<file path="src/rtl/dmem_store_buffer.sv">
// Posted-store buffer: stores queue in a small FIFO and drain to data memory in
// the background; loads wait for older stores, then make one round-trip.
module dmem_store_buffer #(
   parameter int DEPTH  = 4,
   parameter int ADDR_W = 32
) (
   input  logic              clk,
   input  logic              reset_n,
   input  logic [ADDR_W-1:0] core_addr,
   input  logic [31:0]       core_write_data,
   input  logic [3:0]        core_sign_mask,
   input  logic              core_memwrite,
   input  logic              core_memread,
   output logic [31:0]       core_read_data,
   output logic              core_stall,
   output logic [ADDR_W-1:0] mem_addr,
   output logic [31:0]       mem_write_data,
   output logic [3:0]        mem_sign_mask,
   output logic              mem_memwrite,
   output logic              mem_memread,
   input  logic [31:0]       mem_read_data,
   input  logic              mem_stall,
   output logic              sb_empty
);

   localparam int PTR_W = $clog2(DEPTH);
   localparam int CNT_W = PTR_W + 1;

   typedef struct packed {
      logic [ADDR_W-1:0] addr;
      logic [31:0]       data;
      logic [3:0]        mask;
   } sb_entry_t;

   typedef enum logic [1:0] {M_IDLE, M_REQ, M_WAIT, M_RESP} state_e;

   state_e            state_q, state_d;
   logic              is_load_q, is_load_d;
   logic [CNT_W-1:0]  count_q, count_d;
   logic [PTR_W-1:0]  wr_ptr_q, wr_ptr_d;
   logic [PTR_W-1:0]  rd_ptr_q, rd_ptr_d;
   sb_entry_t         fifo_q [DEPTH];
   sb_entry_t         fifo_d [DEPTH];
   logic [ADDR_W-1:0] mem_addr_q, mem_addr_d;
   logic [31:0]       mem_write_data_q, mem_write_data_d;
   logic [3:0]        mem_sign_mask_q, mem_sign_mask_d;
   logic              mem_memwrite_q, mem_memwrite_d;
   logic              mem_memread_q, mem_memread_d;
   logic [31:0]       core_read_data_q, core_read_data_d;

   logic full, push, pop, start_load;
   sb_entry_t head;

   // Full uses the registered count: a same-edge pop does not free a slot.
   assign full = (count_q == CNT_W'(DEPTH));
   assign push = core_memwrite & ~core_memread & ~full;
   assign head = fifo_q[rd_ptr_q];

   always_comb begin
      state_d          = state_q;
      is_load_d        = is_load_q;
      mem_addr_d       = mem_addr_q;
      mem_write_data_d = mem_write_data_q;
      mem_sign_mask_d  = mem_sign_mask_q;
      mem_memwrite_d   = 1'b0;
      mem_memread_d    = 1'b0;
      core_read_data_d = core_read_data_q;
      pop              = 1'b0;
      start_load       = 1'b0;

      unique case (state_q)
         M_IDLE: begin
            if (count_q != '0) pop = 1'b1;
            else if (core_memread) start_load = 1'b1;
         end
         M_REQ: state_d = M_WAIT;
         M_WAIT: begin
            if (!mem_stall) begin
               if (is_load_q) begin
                  core_read_data_d = mem_read_data;
                  state_d          = M_RESP;
               end else if (count_q != '0) begin
                  pop = 1'b1;
               end else begin
                  state_d = M_IDLE;
               end
            end
         end
         M_RESP: state_d = M_IDLE;
         default: state_d = M_IDLE;
      endcase

      if (pop) begin
         state_d          = M_REQ;
         is_load_d        = 1'b0;
         mem_addr_d       = head.addr;
         mem_write_data_d = head.data;
         mem_sign_mask_d  = head.mask;
         mem_memwrite_d   = 1'b1;
      end
      if (start_load) begin
         state_d         = M_REQ;
         is_load_d       = 1'b1;
         mem_addr_d      = core_addr;
         mem_sign_mask_d = core_sign_mask;
         mem_memread_d   = 1'b1;
      end
   end

   always_comb begin
      fifo_d   = fifo_q;
      wr_ptr_d = wr_ptr_q;
      rd_ptr_d = rd_ptr_q;
      if (push) begin
         fifo_d[wr_ptr_q] = '{addr: core_addr, data: core_write_data, mask: core_sign_mask};
         wr_ptr_d         = wr_ptr_q + PTR_W'(1);
      end
      if (pop) rd_ptr_d = rd_ptr_q + PTR_W'(1);
      count_d = count_q + CNT_W'(push) - CNT_W'(pop);
   end

   always_ff @(posedge clk or negedge reset_n) begin
      if (!reset_n) begin
         state_q          <= M_IDLE;
         is_load_q        <= 1'b0;
         count_q          <= '0;
         wr_ptr_q         <= '0;
         rd_ptr_q         <= '0;
         fifo_q           <= '{default: '0};
         mem_addr_q       <= '0;
         mem_write_data_q <= '0;
         mem_sign_mask_q  <= '0;
         mem_memwrite_q   <= 1'b0;
         mem_memread_q    <= 1'b0;
         core_read_data_q <= '0;
      end else begin
         state_q          <= state_d;
         is_load_q        <= is_load_d;
         count_q          <= count_d;
         wr_ptr_q         <= wr_ptr_d;
         rd_ptr_q         <= rd_ptr_d;
         fifo_q           <= fifo_d;
         mem_addr_q       <= mem_addr_d;
         mem_write_data_q <= mem_write_data_d;
         mem_sign_mask_q  <= mem_sign_mask_d;
         mem_memwrite_q   <= mem_memwrite_d;
         mem_memread_q    <= mem_memread_d;
         core_read_data_q <= core_read_data_d;
      end
   end

   // A load stays stalled through drain and round-trip; it retires in M_RESP.
   assign core_stall     = (core_memwrite & full) | (core_memread & (state_q != M_RESP));
   assign sb_empty       = (count_q == '0) & (state_q == M_IDLE);
   assign mem_addr       = mem_addr_q;
   assign mem_write_data = mem_write_data_q;
   assign mem_sign_mask  = mem_sign_mask_q;
   assign mem_memwrite   = mem_memwrite_q;
   assign mem_memread    = mem_memread_q;
   assign core_read_data = core_read_data_q;

endmodule

</file>
<file path="config.mk">
export PLATFORM = sky130hd
export DESIGN_NAME = dmem_store_buffer
export DESIGN_NICKNAME = d
export VERILOG_FILES = /design/src/rtl/dmem_store_buffer.sv
export SDC_FILE = /design/constraint.sdc
export NUM_CORES = 1
export LEC_CHECK = 0
export ABC_AREA = 1
export ABC_CLOCK_PERIOD_IN_PS = 5000
export BUFFER_PORTS_ARGS = -buffer_cell sky130_fd_sc_hd__buf_2
export CORE_MARGIN = 2
export CORE_UTILIZATION = 50
export DETAILED_ROUTE_END_ITERATION = 16
export PLACE_DENSITY = 0.7
export SLEW_MARGIN = 20
export SYNTH_ARGS = -nofsm -noshare
export SYNTH_HDL_FRONTEND = slang
export SYNTH_SLANG_ARGS = --single-unit
</file>
<file path="constraint.sdc">
create_clock -name clk -period 5 [get_ports clk]
set_input_delay 0.5 -clock clk [delete_from_list [all_inputs] [get_ports clk]]
set_output_delay 0.5 -clock clk [all_outputs]
set_load 0.01 [all_outputs]
</file>
* Word-level counts from Yosys, hierarchy flattened
Index checks and enable logic that the tools add are counted.
** Storage, ports and cells
- Memory bits (read-only) :: 0
- Output and inout bits :: 104
- Logic and storage cells :: 83
- Bits in latches :: 0
- Memories :: 0
- Bits in writable memories :: 0
- Input port bits :: 105
- Register bits after elaboration :: 384
** Operators by class
- Eq/ne operators :: 7
- Multiply operators :: 0
- Shift-type cells :: 0
- Muxes and demuxes :: 27
- $lt $le $gt $ge :: 3
- Add/subtract/negate cells :: 4
- Bitwise logic cells :: 11
- Div/mod/pow operators :: 0
- Reduce and logical (&&, ||, !) cells :: 8
** Operator list (number)
- 272-bit bitwise mux :: 1
- 68-bit two-way mux :: 3
- 68-bit binary-select mux with 2-bit select :: 1
- 68-bit demux with 2-bit select :: 1
- 32-bit two-way mux :: 2
- 1-bit two-way mux :: 10
- 2-bit two-way mux :: 5
- 4-bit two-way mux :: 2
- 3-bit greater-or-equal comparator (second input constant) :: 2
- 2-bit NOT with 3-bit output :: 2
- 2-bit case mux with 3 select lines :: 1
- 3-bit AND reduction :: 2
- 1-bit AND :: 5
- 5-bit != test (second input constant) :: 1
- 5-bit nonzero test :: 1
- 2-bit by 1-bit adder with 2-bit output (second input constant) :: 2
- 2-bit equality test (second input constant) :: 2
- 4-bit != test (second input constant) :: 1
- 3-bit by 1-bit adder with 3-bit output :: 1
- 3-bit equality test (second input constant) :: 1
- 3-bit logical NOT :: 1
- 3-bit by 1-bit less-than comparator with 1-bit output (second input constant) :: 1
- 1-bit NOT :: 3
- 3-bit nonzero test :: 1
- other kinds (8) :: 8

* Longest topological paths before layout
Gate-level depths: netlist of the first run.
- Word-level depth :: 7
- Depth in mapped cells :: 10
- Mapped depth without buffers :: 9

* Worst setup path before layout of the first run
OpenSTA, ideal clock, no wires.
- Path kind :: input to register
- Start point :: input port core_memread
- End point :: register count_q[2]
- Data arrival time :: 2.145 ns
- Data required time :: 4.871 ns
- Buffers on the path :: 2
- Stages :: 8
- Library setup time :: 0.129 ns
- Setup slack :: 2.727 ns
- Cell sequence :: nand3b_4 buf_6 buf_2 ha_1 inv_1 ha_1 fa_1 xor2_1
** On the way
- Longest elaborated chain between the ends :: 5
** Ends and longest elaborated chain
- start: declaration :: line 13 : input logic core_memread,
- 1-bit NOT :: line 56 : assign push = core_memwrite & ~core_memread & ~full;
- 1-bit AND (2 in a row) :: line 56
- 3-bit by 1-bit adder with 3-bit output :: line 119 : count_d = count_q + CNT_W'(push) - CNT_W'(pop);
- 3-bit by 1-bit subtractor with 3-bit output :: line 119
- via count_d[2] :: line 39 : logic [CNT_W-1:0] count_q, count_d;
- end signal: assignment :: line 139 : count_q <= count_d;
- end: declaration :: line 39
The timed path passes the listed nets, and every way through them passes these cells.
A chain may end at the register's enable or synchronous reset.

* Worst setup path in the final report of the first run
- Start point :: register count_q[2]
- End point :: register count_q[2]
** On the way
- Longest elaborated chain between the ends :: 6
- Elaborated cells between the ends (all ways) :: 10
- Those cells by class :: add/sub: 2; eq/ne: 1; mux: 4; bitwise: 2; reduce/logical: 1
** Ends and longest elaborated chain (line)
- parallel branches: the longest is 5 deep, another holds 3-bit by 1-bit adder with 3-bit output
- 3-bit by 1-bit subtractor with 3-bit output (*) :: 119
- via count_d[2] :: 39
Mark *: on every way through the listed nets, which the timed path passes.

==> results.md, run 1 <==
- Largest net degree at the start of global routing: 147
- Place WS: 2.12 ns
- Vias in the first global route: about 14000
- Top cells by count, synth: nand2_1, dfrtp_1, o21ai_0
- Reg2reg start: count_q[2]
- Slew headroom: 30.1%
- Area leader, netlist: dfrtp_1
- Clk_lat worst skew: 0.53 ns
- Main synth FF type: dfrtp_1
- Post-synthesis async set-or-reset flop share: 100%
- Vias: 14649
- Die area: 36300 um^2
- Clock Pin Slew Worst Setup and Hold Paths: 0.06 ns
- Slew Viols, Final: 0
- CP top delay family: simple AND/OR/NAND/NOR gates
- Die Ht: 191 um
- Initial antenna violation count: 1
- FF-to-FF path depth: 9
- Critical path capture point type: register
- Total CTS buffers: 41
- Outcome: complete, but fails checks
- Max stage delay on crit path: just under 0.8 ns
- Period utilisation layout: 53.5%
- Wire length of the first global-routing pass: 72500 um
- Fill cells: 3166
- Critical Path RT: 5.40 ns
- Core Region: 34400 um^2
- CTS Sinks: ~380
- HP Class: input pin to async pin
- Worst-case clock buffer depth: 3
- Distinct cells, synth: 25
- Critical path fanouts, max: 35
- Setup violators final: 0
- Worst vdd ir: 0.294 mV
- Starting Density: about half
- Post-Route WL: 43800 um
- Post-route clock skew: 0.0157 ns
- Critical path launch point type: register
- Arrival time worst endpoint: about 3.1 ns
- Mapped Cells: 2153
- Syn Area/Cell: 8.08 um^2
- Worst hold slack: -0.0473 ns
- Gr ovfl total: 0
- Post-CTS Repair Setup Buffers: 0
- Detailed placer's ending HPWL: 25500 um
- Total number of yosys warnings: 0
- H-tree level count: 2
- Placer Congestion: 0.779
- Setup crit start: count_q[2]
- Max cap viols: 0
- I/O pins: 209
- RSZ-0062 raised after global routing: no
- Dpl cells: 2698
- Die span in x: 191 um
- Final worst slack: between 2 and 2.5 ns
- Post-DR vias/cell: 5.29
- 1st-pass router iterations: 5
- FP Rows: 68
- DRC errors left: 0
- Post-cts resize count: 0
- Non-filler cells, final: between 2000 and 3000
- WS Path Type: register to register
- 1st-iter DRT viols: 1260
- Nets: 2398
- Yosys top cell area share: 55.2%
- Failing checks: hold timing
- Area Growth Syn to Fin: 13.9%
- Critical path's slowest cell: nor2_4
- GRT Total Usage: 24.5%
- Clock tree root driver cell: clkbuf_16
- Post-route ant nets: 0
- CTS tree: done
- Critical path, cell by cell: inv_1 -> nand2_1 -> nand2_1 -> nor2_4 -> ha_1 -> inv_1 -> ha_1 -> fa_1 -> xor2_1
- Syn_nets: ~2300
- Final Critical Period: between 2 and 3 ns
- EDFF count, synth: 0
- Top-count cell post-synth: nand2_1
- #FFs+latches synth: roughly 380
- Fmax achieved: 0.374 GHz
- Worst r2r dst: count_q[2]
- Sequential area share after synthesis: 55.2%
- Power density over the cells: between 600 and 700 nW/um^2
- Worst reg2reg setup slack: 2.33 ns
- Setup TNS Final: 0 ns
- CP bufs+invs: 2
- N_diodes: 0
- Synthesized area: 17400 um^2
- Final Hold Fails: 13
- Hold_buf cts: 0
- Wire per inst: about 16 um
- Slew @ Worst Pin: 1.05 ns
- Layout cells sized above 1: 13.4%
- Leakage: 10.2 nW
- Port Buf Inserts: 208
- Area contributors post-synth: dfrtp_1, nand2_1, o21ai_0
-- flip-flops by register name (all words and copies together) (netlist names) --
register / count
core_read_data: 32
count_q: 3
fifo_q: 272
is_load_q: 1
mem_addr: 32
mem_memread: 1
mem_memwrite: 1
mem_sign_mask: 4
mem_write_data: 32
rd_ptr_q: 2
state_q: 2
wr_ptr_q: 2
-- metrics by stage --
stage	util (%)	instance area (um^2)	total power, mW
final	57.6	19800	13.5
after global routing	57.6	19800	14.6
after CTS	57.6	19800	13.6
after detailed placement	53.7	18500	10.5
after global placement	53.7	18500	10.3
after floorplan	-	17400	8.86
-- logic make-up after synthesis --
group,share of synthesized area [%]
buffers and inverters,9.23
flip-flops,55.2
XOR/XNOR,0.151
AND/OR/NAND/NOR,23.1
AO/OA/AOI/OAI,11.7
adder cells (fa/ha/maj),0.547
-- cell usage in the layout (no fill, tap or decap), types with 3 or more instances in the layout --
| cell | Yosys | final |
|---|---|---|
| a21oi_1 | 36 | 36 |
| buf_12 | 0 | 3 |
| buf_2 | 44 | 207 |
| buf_4 | 0 | 16 |
| bufinv_16 | 0 | 3 |
| clkbuf_1 | 57 | 8 |
| clkbuf_16 | 0 | 41 |
| clkbuf_8 | 0 | 11 |
| clkinv_2 | 0 | 8 |
| dfrtp_1 | 384 | 382 |
| ha_1 | 6 | 6 |
| inv_1 | 223 | 221 |
| inv_2 | 2 | 5 |
| nand2_1 | 761 | 759 |
| nand2_2 | 1 | 3 |
| nand3_1 | 179 | 179 |
| nor2_1 | 40 | 39 |
| nor2_4 | 4 | 5 |
| o21ai_0 | 295 | 295 |
| o21ai_1 | 74 | 74 |
-- final cells by class --
class / instances / area, um^2 / share of cell area (%)
well taps: 455 / 569 / 2.87
clock inverters: 13 / 148 / 0.745
inverters: 226 / 848 / 4.28
repair buffers: 227 / 1230 / 6.21
multi-input cells: 1406 / 6190 / 31.3
clock buffers: 60 / 1210 / 6.09
flip-flops and latches: 384 / 9610 / 48.5
-- power breakdown --
group	switching [mW]	internal, mW
Clock	1.22	1.83
Combinational	3.31	1.73
Sequential	0.760	4.60
Total	5.29	8.16
-- layer usage --
metal / wire length [um] / global-route usage (%) / up-vias
met4: 1040 / 7.36 / 2
li1: - / - / 7023
met3: 2580 / 3.64 / 66
met5: 11 / 0 / -
met1: 19500 / 33.9 / 7108
met2: 20700 / 40.0 / 450
-- how the worst max path moves through the flow --
stage,endpoint,cells after the start,slack [ns]
floorplan,count_q[2],8,2.73
global placement,count_q[2],9,2.15
detailed placement,count_q[2],9,2.12
CTS,count_q[2],9,2.29
global route,mem_write_data[31],5,2.11
finish,count_q[2],9,2.33
Note: power is estimated with default switching activity, not from simulation.
==> inputs of run 2 (changes only) <==
--- a/config.mk
+++ b/config.mk
@@ -6,12 +6,12 @@
 export NUM_CORES = 1
 export LEC_CHECK = 0
 export ABC_AREA = 1
-export ABC_CLOCK_PERIOD_IN_PS = 5000
+export ABC_CLOCK_PERIOD_IN_PS = 2400
 export BUFFER_PORTS_ARGS = -buffer_cell sky130_fd_sc_hd__buf_2
 export CORE_MARGIN = 2
 export CORE_UTILIZATION = 50
 export DETAILED_ROUTE_END_ITERATION = 16
-export PLACE_DENSITY = 0.7
+export PLACE_DENSITY = 0.73
 export SLEW_MARGIN = 20
 export SYNTH_ARGS = -nofsm -noshare
 export SYNTH_HDL_FRONTEND = slang
==> constraint.sdc (replaced) <==
create_clock -name clk -period 2.4 [get_ports clk]
set_input_delay 0.24 -clock clk [delete_from_list [all_inputs] [get_ports clk]]
set_output_delay 0.24 -clock clk [all_outputs]
set_load 0.01 [all_outputs]
==> run 2 against run 1 <==
Effect of this change:
- the flow now finishes without violations
- sequential share of layout area fell by 2.6 points
- sequential power increased by 100%
- via count is 3.0% higher
- sequential cell count is the same
- combinational power rose by 120%
==> results.md, run 2 (synthesis gave the netlist of run 1 again) <==
- WHS Path Cells: 3
- CTS tree: done
- Port Buf Inserts: approximately 210
- GRT Total Usage: 25.2%
- Vias in the first global route: about 15000
- Fmax achieved: 0.489 GHz
- Leakage: 10.6 nW
- I/O pins: 209
- Worst r2r dst: count_q[2]
- Max cap viols: 0
- Core Region: 34400 um^2
- CTS Sinks: 384
- Worst reg2reg setup slack: roughly 0.36 ns
- Critical path fanouts, max: 5
- Outcome: finished, final reports clean
- Most common cell after layout, fill and taps aside: nand2_1
- Most frequent cells in the layout: nand2_1, dfrtp_1, o21ai_0, inv_1, buf_2
- WS Path Type: register to register
- Placer Congestion: 0.775
- RSZ-0062 raised after global routing: no
- Slew @ Worst Pin: 1.05 ns
- Die span in x: roughly 190 um
- FF-to-FF path depth: 9
- Largest net degree at the start of global routing: 105
- Clock tree root driver cell: clkbuf_16
- Final Cell Area: 21000 um^2
- Max reg flops: 272
- Footprint of the multi-input gates: 6190 um^2
- Vias: 15084
- Setup violators final: 0
- Reg2reg start: count_q[1]
- Wire per inst: 15.6 um
- Dpl cells: 2716
- Wire length of the first global-routing pass: between 70000 and 80000 um
- Nets: 2504
- Post-cts resize count: 0
- FP Rows: 68
- H-tree level count: 2
- Slew headroom: between 20 and 30%
- Critical Path RT: around 2.8 ns
- Post-route clock skew: approximately 0.018 ns
- Utilization after layout: 60.9%
- Fill cells: 3014
- Critical path capture point type: register
- DRC errors left: 0
- Critical path launch point type: register
- Final worst slack: 0.355 ns
- Place WS: 0.336 ns
- Die area: between 30000 and 40000 um^2
- Final Critical Period: 2.04 ns
- FF+latch area: 9610 um^2
- Power density over the cells: 1350 nW/um^2
- Final Hold Fails: 0
- Gr ovfl total: 0
- Hold Path Origin: core_addr[8]
- Starting Density: 50.6%
- Die Ht: 191 um
- Non-filler cells, final: 2878
- Worst-case clock buffer depth: 3
- Detailed placer's ending HPWL: ~26000 um
- HP Class: input pin to register
- Total CTS buffers: 41
- Worst vdd ir: 0.809 mV
- Post-route ant nets: 0
- Post-Route WL: approximately 45000 um
- Post-DR vias/cell: around 5.2
- Arrival time worst endpoint: 2.44 ns
- Setup TNS Final: 0 ns
- Layout cells sized above 1: 13.4%
- Clk_lat worst skew: 0.53 ns
- Initial antenna violation count: 1
- Post-place instance area: between 15000 and 20000 um^2
- Hold_buf cts: 88
- Clock Pin Slew Worst Setup and Hold Paths: roughly 0.06 ns
- 1st-iter DRT viols: 1139
- 1st-pass router iterations: 5
- Post-CTS Repair Setup Buffers: 0
- Hold Path End: fifo_q[44]
- Period utilisation layout: 85.2%
- Slew Viols, Final: 0
- Biggest register: fifo_q
- Area Growth Syn to Fin: 20.4%
run 2: cell count changes in the layout (fill, tap and decap cells not counted), moves of 2 or more:
| cell | before | now |
|---|---|---|
| clkbuf_16 | 41 | 43 |
| buf_12 | 3 | 15 |
| bufinv_16 | 3 | 0 |
| buf_4 | 16 | 22 |
| inv_1 | 221 | 223 |
| inv_2 | 5 | 2 |
| dlygate4sd3_1 | 0 | 88 |
| diode_2 | 0 | 2 |
run 2: where the power goes:
group	switching, mW	internal, mW	leakage (nW)
clock	2.52	3.64	0.659
sequential	1.29	9.59	4.72
combinational	7.31	3.93	5.25
total	11.1	17.2	10.6
run 2: routing by layer:
metal,part of all wire [%],global-route usage [%]
met1,43,33.8
met2,49,42.8
met3,5.7,3.33
met4,2.4,7.60
met5,0,0
run 2: how the worst max path moves through the flow:
stage	start	to	slack [ns]	cells past startpoint
3_5_place_dp	count_q[1]	count_q[2]	0.34	9
6_report	count_q[1]	count_q[2]	0.36	9
5_1_grt	count_q[1]	count_q[2]	0.21	9
4_1_cts	count_q[1]	count_q[2]	0.33	9
3_3_place_gp	state_q[0]	count_q[2]	0.39	8
2_1_floorplan	count_q[1]	count_q[2]	0.16	10
run 2: area by class of cell:
cell class / count / area share [%]
flip-flops and latches: 384 / 45.9
multi-input cells: 1406 / 29.6
repair buffers: 333 / 11.4
clock buffers: 64 / 6.09
inverters: 226 / 4.06
well taps: 455 / 2.72
clock inverters: 8 / 0.227
diodes: 2 / 0.0239
run 2: critical path: stages (launching register included):
cell and delay, ns:
dfrtp_1 0.43, nor2_4 0.18, nand2_1 0.10, nand2_1 0.11, nor2_4 0.05, ha_1 0.27, inv_1 0.04, ha_1 0.18
fa_1 0.40, xor2_1 0.17
run 2: stage by stage:
step	hold WS, ns	power (mW)
after detailed placement	0.215	22.0
final	0.0179	28.3
after global placement	0.210	21.6
after CTS	0.000508	28.5
after floorplan	-0.0556	18.5
after global routing	0.00948	30.7
